File: src/rtl/stage_reg_pkg.sv
// -----------------------------------------------------------------------------
// stage_reg_pkg
// Shared definitions for the pipeline stage register and its helpers:
//   - occ_state_t : occupancy-encoded state (EMPTY=0, ONE=1, FULL=2)
//   - DEF_*_W     : default payload and counter widths
// -----------------------------------------------------------------------------
package stage_reg_pkg;

   typedef enum logic [1:0] {
      ST_EMPTY = 2'd0,
      ST_ONE   = 2'd1,
      ST_FULL  = 2'd2
   } occ_state_t;

   localparam int DEF_INSTR_W = 32;
   localparam int DEF_PC_W    = 32;
   localparam int DEF_CNT_W   = 16;

endpackage

File: src/rtl/sat_counter.sv
// -----------------------------------------------------------------------------
// sat_counter
// Saturating up-counter for performance monitoring.
// Ports:
//   i_clk   : clock, rising edge
//   i_clr   : synchronous active-high clear (highest priority)
//   i_inc   : increment enable
//   o_count : current count; sticks at all-ones, never wraps
// -----------------------------------------------------------------------------
module sat_counter
   import stage_reg_pkg::*;
#(
   parameter int CNT_W = DEF_CNT_W
) (
   input  logic             i_clk,
   input  logic             i_clr,
   input  logic             i_inc,
   output logic [CNT_W-1:0] o_count
);

   logic [CNT_W-1:0] r_count;
   logic             w_at_max;

   assign w_at_max = &r_count;

   always_ff @(posedge i_clk) begin
      if (i_clr) begin
         r_count <= '0;
      end else if (i_inc && !w_at_max) begin
         r_count <= r_count + 1'b1;
      end
   end

   assign o_count = r_count;

endmodule

File: src/rtl/stage_reg.sv
// -----------------------------------------------------------------------------
// stage_reg
// Pipeline stage register with valid/ready handshake and a one-entry skid
// buffer. Upstream ready is a flop, so a stall never chains combinationally
// across stages. Provides synchronous flush, occupancy and a saturating
// bubble counter (cycles with no valid output).
// Ports:
//   STAGE_REG_CLK / STAGE_REG_RST   : clock, synchronous active-high reset
//   STAGE_REG_FLUSH                 : synchronous clear of held entries
//   STAGE_REG_IN_*                  : upstream valid/ready + payload
//   STAGE_REG_OUT_*                 : downstream valid/ready + payload
//   STAGE_REG_OCC                   : held entries (0..2)
//   STAGE_REG_BUBBLES               : saturating count of OUT_VALID=0 cycles
// -----------------------------------------------------------------------------
module stage_reg
   import stage_reg_pkg::*;
#(
   parameter int INSTR_W = DEF_INSTR_W,
   parameter int PC_W    = DEF_PC_W,
   parameter int CNT_W   = DEF_CNT_W
) (
   input  logic               STAGE_REG_CLK,
   input  logic               STAGE_REG_RST,
   input  logic               STAGE_REG_FLUSH,
   input  logic               STAGE_REG_IN_VALID,
   output logic               STAGE_REG_IN_READY,
   input  logic [INSTR_W-1:0] STAGE_REG_IN_INSTR,
   input  logic [PC_W-1:0]    STAGE_REG_IN_PCPLUS4,
   output logic               STAGE_REG_OUT_VALID,
   input  logic               STAGE_REG_OUT_READY,
   output logic [INSTR_W-1:0] STAGE_REG_OUT_INSTR,
   output logic [PC_W-1:0]    STAGE_REG_OUT_PCPLUS4,
   output logic [1:0]         STAGE_REG_OCC,
   output logic [CNT_W-1:0]   STAGE_REG_BUBBLES
);

   occ_state_t         r_state, w_state_next;
   logic               r_in_ready, w_in_ready_next;
   logic [INSTR_W-1:0] r_main_instr, w_main_instr_next;
   logic [PC_W-1:0]    r_main_pc, w_main_pc_next;
   logic [INSTR_W-1:0] r_skid_instr, w_skid_instr_next;
   logic [PC_W-1:0]    r_skid_pc, w_skid_pc_next;

   logic w_out_valid;
   logic w_in_fire;
   logic w_out_fire;

   assign w_out_valid = (r_state != ST_EMPTY);
   assign w_in_fire   = STAGE_REG_IN_VALID & r_in_ready;
   assign w_out_fire  = w_out_valid & STAGE_REG_OUT_READY;

   always_comb begin
      w_state_next      = r_state;
      w_main_instr_next = r_main_instr;
      w_main_pc_next    = r_main_pc;
      w_skid_instr_next = r_skid_instr;
      w_skid_pc_next    = r_skid_pc;

      case (r_state)
         ST_EMPTY: begin
            if (w_in_fire) begin
               w_main_instr_next = STAGE_REG_IN_INSTR;
               w_main_pc_next    = STAGE_REG_IN_PCPLUS4;
               w_state_next      = ST_ONE;
            end
         end
         ST_ONE: begin
            if (w_in_fire && w_out_fire) begin
               w_main_instr_next = STAGE_REG_IN_INSTR;
               w_main_pc_next    = STAGE_REG_IN_PCPLUS4;
            end else if (w_in_fire) begin
               // Downstream stalled: park the new payload behind the main one.
               w_skid_instr_next = STAGE_REG_IN_INSTR;
               w_skid_pc_next    = STAGE_REG_IN_PCPLUS4;
               w_state_next      = ST_FULL;
            end else if (w_out_fire) begin
               // Main data is left as-is; OUT_VALID=0 marks it stale.
               w_state_next = ST_EMPTY;
            end
         end
         ST_FULL: begin
            // in_fire cannot occur here because ready is low in FULL.
            if (w_out_fire) begin
               w_main_instr_next = r_skid_instr;
               w_main_pc_next    = r_skid_pc;
               w_state_next      = ST_ONE;
            end
         end
         default: begin
            w_state_next = ST_EMPTY;
         end
      endcase

      // Flush drops held entries and any same-cycle input; an out_fire this
      // cycle has already been sampled downstream and so stands.
      if (STAGE_REG_FLUSH) begin
         w_state_next      = ST_EMPTY;
         w_main_instr_next = '0;
         w_main_pc_next    = '0;
         w_skid_instr_next = '0;
         w_skid_pc_next    = '0;
      end

      // Ready is computed from the next state so it can be registered.
      w_in_ready_next = (w_state_next != ST_FULL);
   end

   always_ff @(posedge STAGE_REG_CLK) begin
      if (STAGE_REG_RST) begin
         r_state      <= ST_EMPTY;
         r_in_ready   <= 1'b1;
         r_main_instr <= '0;
         r_main_pc    <= '0;
         r_skid_instr <= '0;
         r_skid_pc    <= '0;
      end else begin
         r_state      <= w_state_next;
         r_in_ready   <= w_in_ready_next;
         r_main_instr <= w_main_instr_next;
         r_main_pc    <= w_main_pc_next;
         r_skid_instr <= w_skid_instr_next;
         r_skid_pc    <= w_skid_pc_next;
      end
   end

   sat_counter #(
      .CNT_W (CNT_W)
   ) u_bubble_cnt (
      .i_clk   (STAGE_REG_CLK),
      .i_clr   (STAGE_REG_RST),
      .i_inc   (~w_out_valid),
      .o_count (STAGE_REG_BUBBLES)
   );

   assign STAGE_REG_IN_READY    = r_in_ready;
   assign STAGE_REG_OUT_VALID   = w_out_valid;
   assign STAGE_REG_OUT_INSTR   = r_main_instr;
   assign STAGE_REG_OUT_PCPLUS4 = r_main_pc;
   assign STAGE_REG_OCC         = r_state;

endmodule

File: config.mk
export PLATFORM = sky130hd
export DESIGN_NAME = stage_reg
export DESIGN_NICKNAME = d
export VERILOG_FILES = /design/src/rtl/stage_reg_pkg.sv /design/src/rtl/sat_counter.sv /design/src/rtl/stage_reg.sv
export SDC_FILE = /design/constraint.sdc
export NUM_CORES = 1
export LEC_CHECK = 0
export ABC_AREA = 1
export CAP_MARGIN = 20
export CORE_MARGIN = 5
export CORE_UTILIZATION = 45
export DETAILED_ROUTE_END_ITERATION = 6
export PLACE_DENSITY = 0.82
export RECOVER_POWER = 50
export SYNTH_ARGS = -nofsm -noshare
export SYNTH_HDL_FRONTEND = slang
export SYNTH_SLANG_ARGS = --single-unit
File: constraint.sdc
create_clock -name STAGE_REG_CLK -period 1.3 [get_ports STAGE_REG_CLK]
set_input_delay 0.195 -clock STAGE_REG_CLK [delete_from_list [all_inputs] [get_ports STAGE_REG_CLK]]
set_output_delay 0.195 -clock STAGE_REG_CLK [all_outputs]
set_load 0.05 [all_outputs]
After elaboration in Yosys (flattened, before gate mapping)
Index checks and enable logic that the tools add are counted.
{"block": "totals", "reg_bits": 147, "inputBits": 69, "out_inout_bits": 84, "elab_cells": 43}
{"block": "classes", "add_sub_neg": 1, "eq_ne": 6, "mux": 15, "bitwise_logic": 4, "n_reduce_logical": 10}
{"cell": "$mux 32", "count": 6}
{"cell": "$pmux 32 s3", "count": 2}
{"cell": "$add 16x1->16 const B", "count": 1}
{"cell": "$reduce_and 16->1", "count": 1}
{"cell": "$mux 2", "count": 6}
{"cell": "$ne 2x2->1 const B", "count": 4}
{"cell": "$pmux 2 s3", "count": 1}
{"cell": "$reduce_and 4->1", "count": 1}
{"cell": "$reduce_and 3->1", "count": 1}
{"cell": "$reduce_bool 3->1", "count": 1}
{"cell": "$and 1x1->1", "count": 2}
{"cell": "$eq 2x1->1 const B", "count": 1}
{"cell": "$eq 2x2->1 const B", "count": 1}
{"cell": "$logic_and 1x1->1", "count": 2}
{"cell": "$logic_not 2->1", "count": 1}
{"cell": "$not 1->1", "count": 2}
{"cell": "$reduce_bool 2->1", "count": 1}
{"cell": "$reduce_or 2->1", "count": 1}
{"cell": "$logic_not 1->1", "count": 1}

Longest topological paths before layout
{"block": "depth", "ltp_word": 8, "ltp_mapped": 9, "depth_no_buf": 9}

Modules after synthesis
Synthesis repeated with hierarchy kept, for this count alone.
{"block": "unflattened", "cells_unflattened": 1072, "hier_area_um2": 6989.2}
{"module": "stage_reg", "instances": 1, "cells_each": 926, "area_per_inst_um2": 6010.8}
{"module": "sat_counter", "instances": 1, "cells_each": 146, "area_per_inst_um2": 978.4}

Worst setup path before layout
Ideal clock, no wire load.
{"block": "synth_timing", "path_type": "flip-flop to flip-flop", "from": "register u_bubble_cnt.r_count[0] (netlist: u_bubble_cnt.o_count[0])", "to": "register u_bubble_cnt.r_count[1] (netlist: u_bubble_cnt.o_count[1])", "setup_ps": 116, "t_arrival_ps": 1704, "setup_slack_ps": -520, "path_stages_with_launch": 10, "n_path_buf": 1, "synth_period_minus_slack_ps": 1820, "cell_sequence": "dfxtp_1 -> ha_1 -> inv_1 -> nor2_1 -> nand2_1 -> nor2_1 -> nor2_2 -> buf_4 -> nor2_1 -> nor2_1"}
{"block": "synth_via", "elab_chain_cells": 3, "elab_cells_between_ends": 4, "classes_between": "add/sub (1); reduce/logical (3)"}
{"element": "start, declared", "line": "sat_counter.sv:21", "source": "logic [CNT_W-1:0] r_count;"}
{"element": "start signal, assigned", "line": "sat_counter.sv:30", "source": "r_count <= r_count + 1'b1;"}
{"element": "branches (longest 3 deep; another with $add 16x1->16)"}
Parallel ways; which one is timed is not known.
A chain may end at the register's enable or synchronous reset.

Worst setup path in the final report
{"block": "layout_timing", "from": "register r_state[1] (netlist: STAGE_REG_OCC[1])", "to": "register r_main_pc[30] (netlist: STAGE_REG_OUT_PCPLUS4[30])"}
{"block": "layout_via", "elab_chain_cells": 5, "elab_cells_between_ends": 12, "classes_between": "eq/ne (5); mux (1); bitwise (1); reduce/logical (5)"}
{"element": "start, declared", "line": "stage_reg.sv:37", "source": "occ_state_t r_state, w_state_next;"}
{"element": "start signal, assigned", "line": "stage_reg.sv:117", "source": "r_state <= w_state_next;"}
{"element": "$reduce_bool 2->1", "line": "stage_reg.sv:48", "source": "assign w_out_valid = (r_state != ST_EMPTY);"}
{"element": "$and 1x1->1", "line": "stage_reg.sv:50", "source": "assign w_out_fire = w_out_valid & STAGE_REG_OUT_READY;"}
{"element": "$logic_and 1x1->1", "line": "stage_reg.sv:68", "source": "if (w_in_fire && w_out_fire) begin"}
{"element": "$ne 2x2->1 (no source line)"}
{"element": "$reduce_and 4->1 (no source line)"}
{"element": "end signal, assigned", "line": "stage_reg.sv:120", "source": "r_main_pc <= w_main_pc_next;"}
{"element": "end, declared", "line": "stage_reg.sv:40", "source": "logic [PC_W-1:0] r_main_pc, w_main_pc_next;"}
Several ways; a longest one is shown, not always the timed one.

==> metrics.md <==
| Metric | Value |
|---|---|
| Power Density | 1100 nW/um^2 |
| Critical path peak fanout | 6 |
| Mapped Cells | 893 |
| Initial DRC Count | 748 |
| Final Cycle Share | 120% |
| CP max stage cell | dfxtp_4 |
| Initial antenna violation count | 1 |
| Final core utilization | 79.7% |
| Relative slew slack | 79.3% |
| Hold wc startpoint | STAGE_REG_IN_PCPLUS4[15] |
| Clk sinks | 147 |
| Worst-skew pair later-pin latency | 440 ps |
| Failing checks | setup timing |
| Nets | 1180 |
| WHS Path Cells | 3 |
| Outcome | finished, violations left |
| Post-DRT Antenna Nets | 0 |
| Remaining DRCs | 0 |
| Largest net degree at the start of global routing | 64 |
| Area of the die | 16400 sq um |
| Reg-to-reg startpoint | STAGE_REG_OCC[1]$_SDFF_PP0_ |
| Fin. Hold Viols | 0 |
| Worst setup EP type | register |
| Grt ovf | 0 |
| R2r worst-path depth | 8 |
| Reg2Reg Setup Slack | -270 ps |
| Startpoint Class | register |
| Most instantiated cells after synthesis | 147 x dfxtp_1, 147 x nand2_1, 114 x inv_1 |
| Die height | 128 um |
| Fraction of layout cells with a size suffix above 1 | 35.2% |
| Final setup fails | 152 |
| DR vias | 7348 |
| Worst Path Required | 1660 ps |
| Std cell rows | 43 |
| Post-synthesis net count | 963 |
| Via density | 5.64 |
| Buf/Inv on CP | 4 |
| Placement Cell Area | 9270 sq um |
| Synth area leaders | dfxtp_1 47%, a21oi_1 9.0%, nand2_1 8.8% |
| Port bufs | 152 |
| WL final | 27.0 mm |
| Fmax | 639 MHz |
| Seq/Total Area, Yosys | 46.9% |
| First-pass GRT wire length | 35.7 mm |
| Hold WS | 406 ps |
| Reg2reg end | STAGE_REG_OUT_PCPLUS4[30]$_SDFFE_PP0P_ |
| Peak VDD IR | 0.900 mV |
| Layout area overhead | 75.0% |
| Worst Hold Class | in2reg |
| Hold EP | r_skid_pc[15]$_SDFFE_PP0P_ |
| CTS Root Cell | clkbuf_16 |
| Clock slew at reported path FFs | 60 ps |
| Leading area contributor after synthesis | dfxtp_1 |
| Number of synthesized flops with an enable pin | 0 |
| Top_reg_cell synth | dfxtp_1 |
| Total core area | 13800 sq um |
| Synth top area share | 46.9% |
| Final Cell Area | 11000 sq um |
| Final setup margin | -266 ps |
| GPL Wtd Cong | 0.798 |
| Starting density of the core | 45.5% |
| Htree depth | 4 |
| CTS tree | built |
| Worst setup path class | reg2reg |
| Yosys reg bits | 147 |
| Unique masters post-synth | 20 |
| Ys async rst share | 0% |
| Max Cap Viol | 0 |
| YS warnings | 0 |
| RSZ-0062 raised after global routing | yes |
| DPL Wire Length | 12.0 mm |
| Crit path cell chain | nor2_4 > buf_6 > o211ai_1 > buf_6 > buf_8 > buf_12 > o21ai_0 > a21oi_1 |
| Syn avg cell area | 7.02 sq um |
| Delay-heaviest family, CP | buffers and inverters |
| Leakage | 4.29 nW |
| DR pass1 iterations | 5 |
| Max incr delay on CP | 400 ps |
| Drt wl/cell | 20.7 um |
| Worst-case clock buffer depth | 2 |
| Total track usage | 27.5% |
| Synth Cell Area | 6270 sq um |
| Worst path most repeated cell | buf_6 |
| CP Launch Point | STAGE_REG_OCC[1]$_SDFF_PP0_ |
| Final min period | 1570 ps |
| Fin Clk Skew | 8.35 ps |
| Worst-margin pin slew | 311 ps |
| Number of global-route vias before repair | 6935 |
| WP data arrival | 1930 ps |
| Die width | 128 um |
| Ports | 153 |
| Num CTS Buffers | 17 |
| Slew Limit Fails | 0 |
==> through the flow <==
step / TNS [ps] / power (mW) / worst slack (ps) / std cells
finish: -24820 / 12.1 / -266 / 1303
global route: -32520 / 12.4 / -356 / 1303
CTS: -12700 / 11.9 / -193 / 1288
detailed placement: -44280 / 6.61 / -418 / 1222
global placement: -37450 / 6.58 / -319 / 1222
floorplan: -4430 / 5.66 / -76.1 / 893
==> cells in the final DEF (no fill, tap or decap), types with 8 or more instances in the layout <==
cell type / count
a21oi_1: 48
a21oi_2: 59
buf_12: 67
buf_16: 13
buf_2: 10
buf_4: 44
buf_6: 14
clkbuf_16: 27
clkbuf_2: 29
clkdlybuf4s50_1: 68
dfxtp_1: 128
dfxtp_4: 16
inv_1: 111
nand2_1: 131
nand2_4: 9
nand3_1: 33
nor2_1: 71
nor2_2: 8
o21ai_0: 20
o21ai_1: 102
o21ai_2: 39
==> routing by layer <==
| layer | GRT usage, % | wire length [um] | vias up |
|---|---|---|---|
| met3 | 6.50 | 2210 | 118 |
| li1 | - | - | 3326 |
| met1 | 31.8 | 9850 | 3457 |
| met2 | 48.0 | 13700 | 447 |
| met4 | 12.6 | 1250 | 0 |
| met5 | 0 | 0 | - |
==> final cells by class <==
class | count | area, sq um
diodes | 1 | 2.50
clock buffers | 21 | 472
clock inverters | 10 | 129
fillers | 799 | 2800
inverters | 117 | 452
multi-input cells | 568 | 3340
flip-flops and latches | 147 | 3010
well taps | 180 | 225
repair buffers | 259 | 3360
==> cells by family (layout without fill, tap and decap cells) <==
family | Yosys count | count (layout) | synth area share (%)
compound gates | 282 | 282 | 22.6
xor+xnor | 6 | 6 | 0.838
fa+ha+maj | 1 | 1 | 0.199
buf+inv | 178 | 407 | 11.6
simple gates | 279 | 279 | 17.8
other cells | 0 | 1 | 0
flops | 147 | 147 | 46.9
==> sequential cells by signal, indices dropped and copies added, names as in the netlist <==
register	count
r_skid_instr	32
STAGE_REG_OUT_PCPLUS4	32
STAGE_REG_OCC	2
u_bubble_cnt.o_count	16
r_skid_pc	32
STAGE_REG_IN_READY	1
STAGE_REG_OUT_INSTR	32
==> worst register-to-register path, cell delays in order (launching register included) <==
cell	delay, ps
dfxtp_4	400
nor2_4	60
buf_6	110
o211ai_1	180
buf_6	160
buf_8	170
buf_12	140
o21ai_0	100
a21oi_1	170
==> power breakdown <==
| part | switching [mW] | internal [mW] | leakage [nW] |
|---|---|---|---|
| logic | 1.26 | 0.974 | 2.78 |
| clock network | 1.96 | 3.16 | 0.302 |
| registers | 0.105 | 4.61 | 1.21 |
| total | 3.32 | 8.74 | 4.29 |
==> how the worst max path moves through the flow <==
stage / end / slack [ps] / cells after the start
after floorplan: u_bubble_cnt.o_count[1]$_SDFFE_PP0P_ / -80 / 9
after CTS: STAGE_REG_OUT_VALID / -190 / 5
after global routing: STAGE_REG_OUT_INSTR[16]$_SDFFE_PP0P_ / -360 / 8
after detailed placement: STAGE_REG_OUT_PCPLUS4[27]$_SDFFE_PP0P_ / -420 / 7
after global placement: r_skid_instr[20]$_SDFFE_PP0P_ / -320 / 7
final: STAGE_REG_OUT_PCPLUS4[30]$_SDFFE_PP0P_ / -270 / 8
==> repair_timing <==
| action | CTS | global route |
|---|---|---|
| hold buffers | 0 | 0 |
| gates resized for setup | 146 | 116 |
| setup buffers | 20 | 7 |
| setup endpoints to repair | 135 | 148 |
| cloned | 15 | 11 |
| pin swaps | 32 | 45 |
No activity file was read; power rests on OpenSTA's default activity.
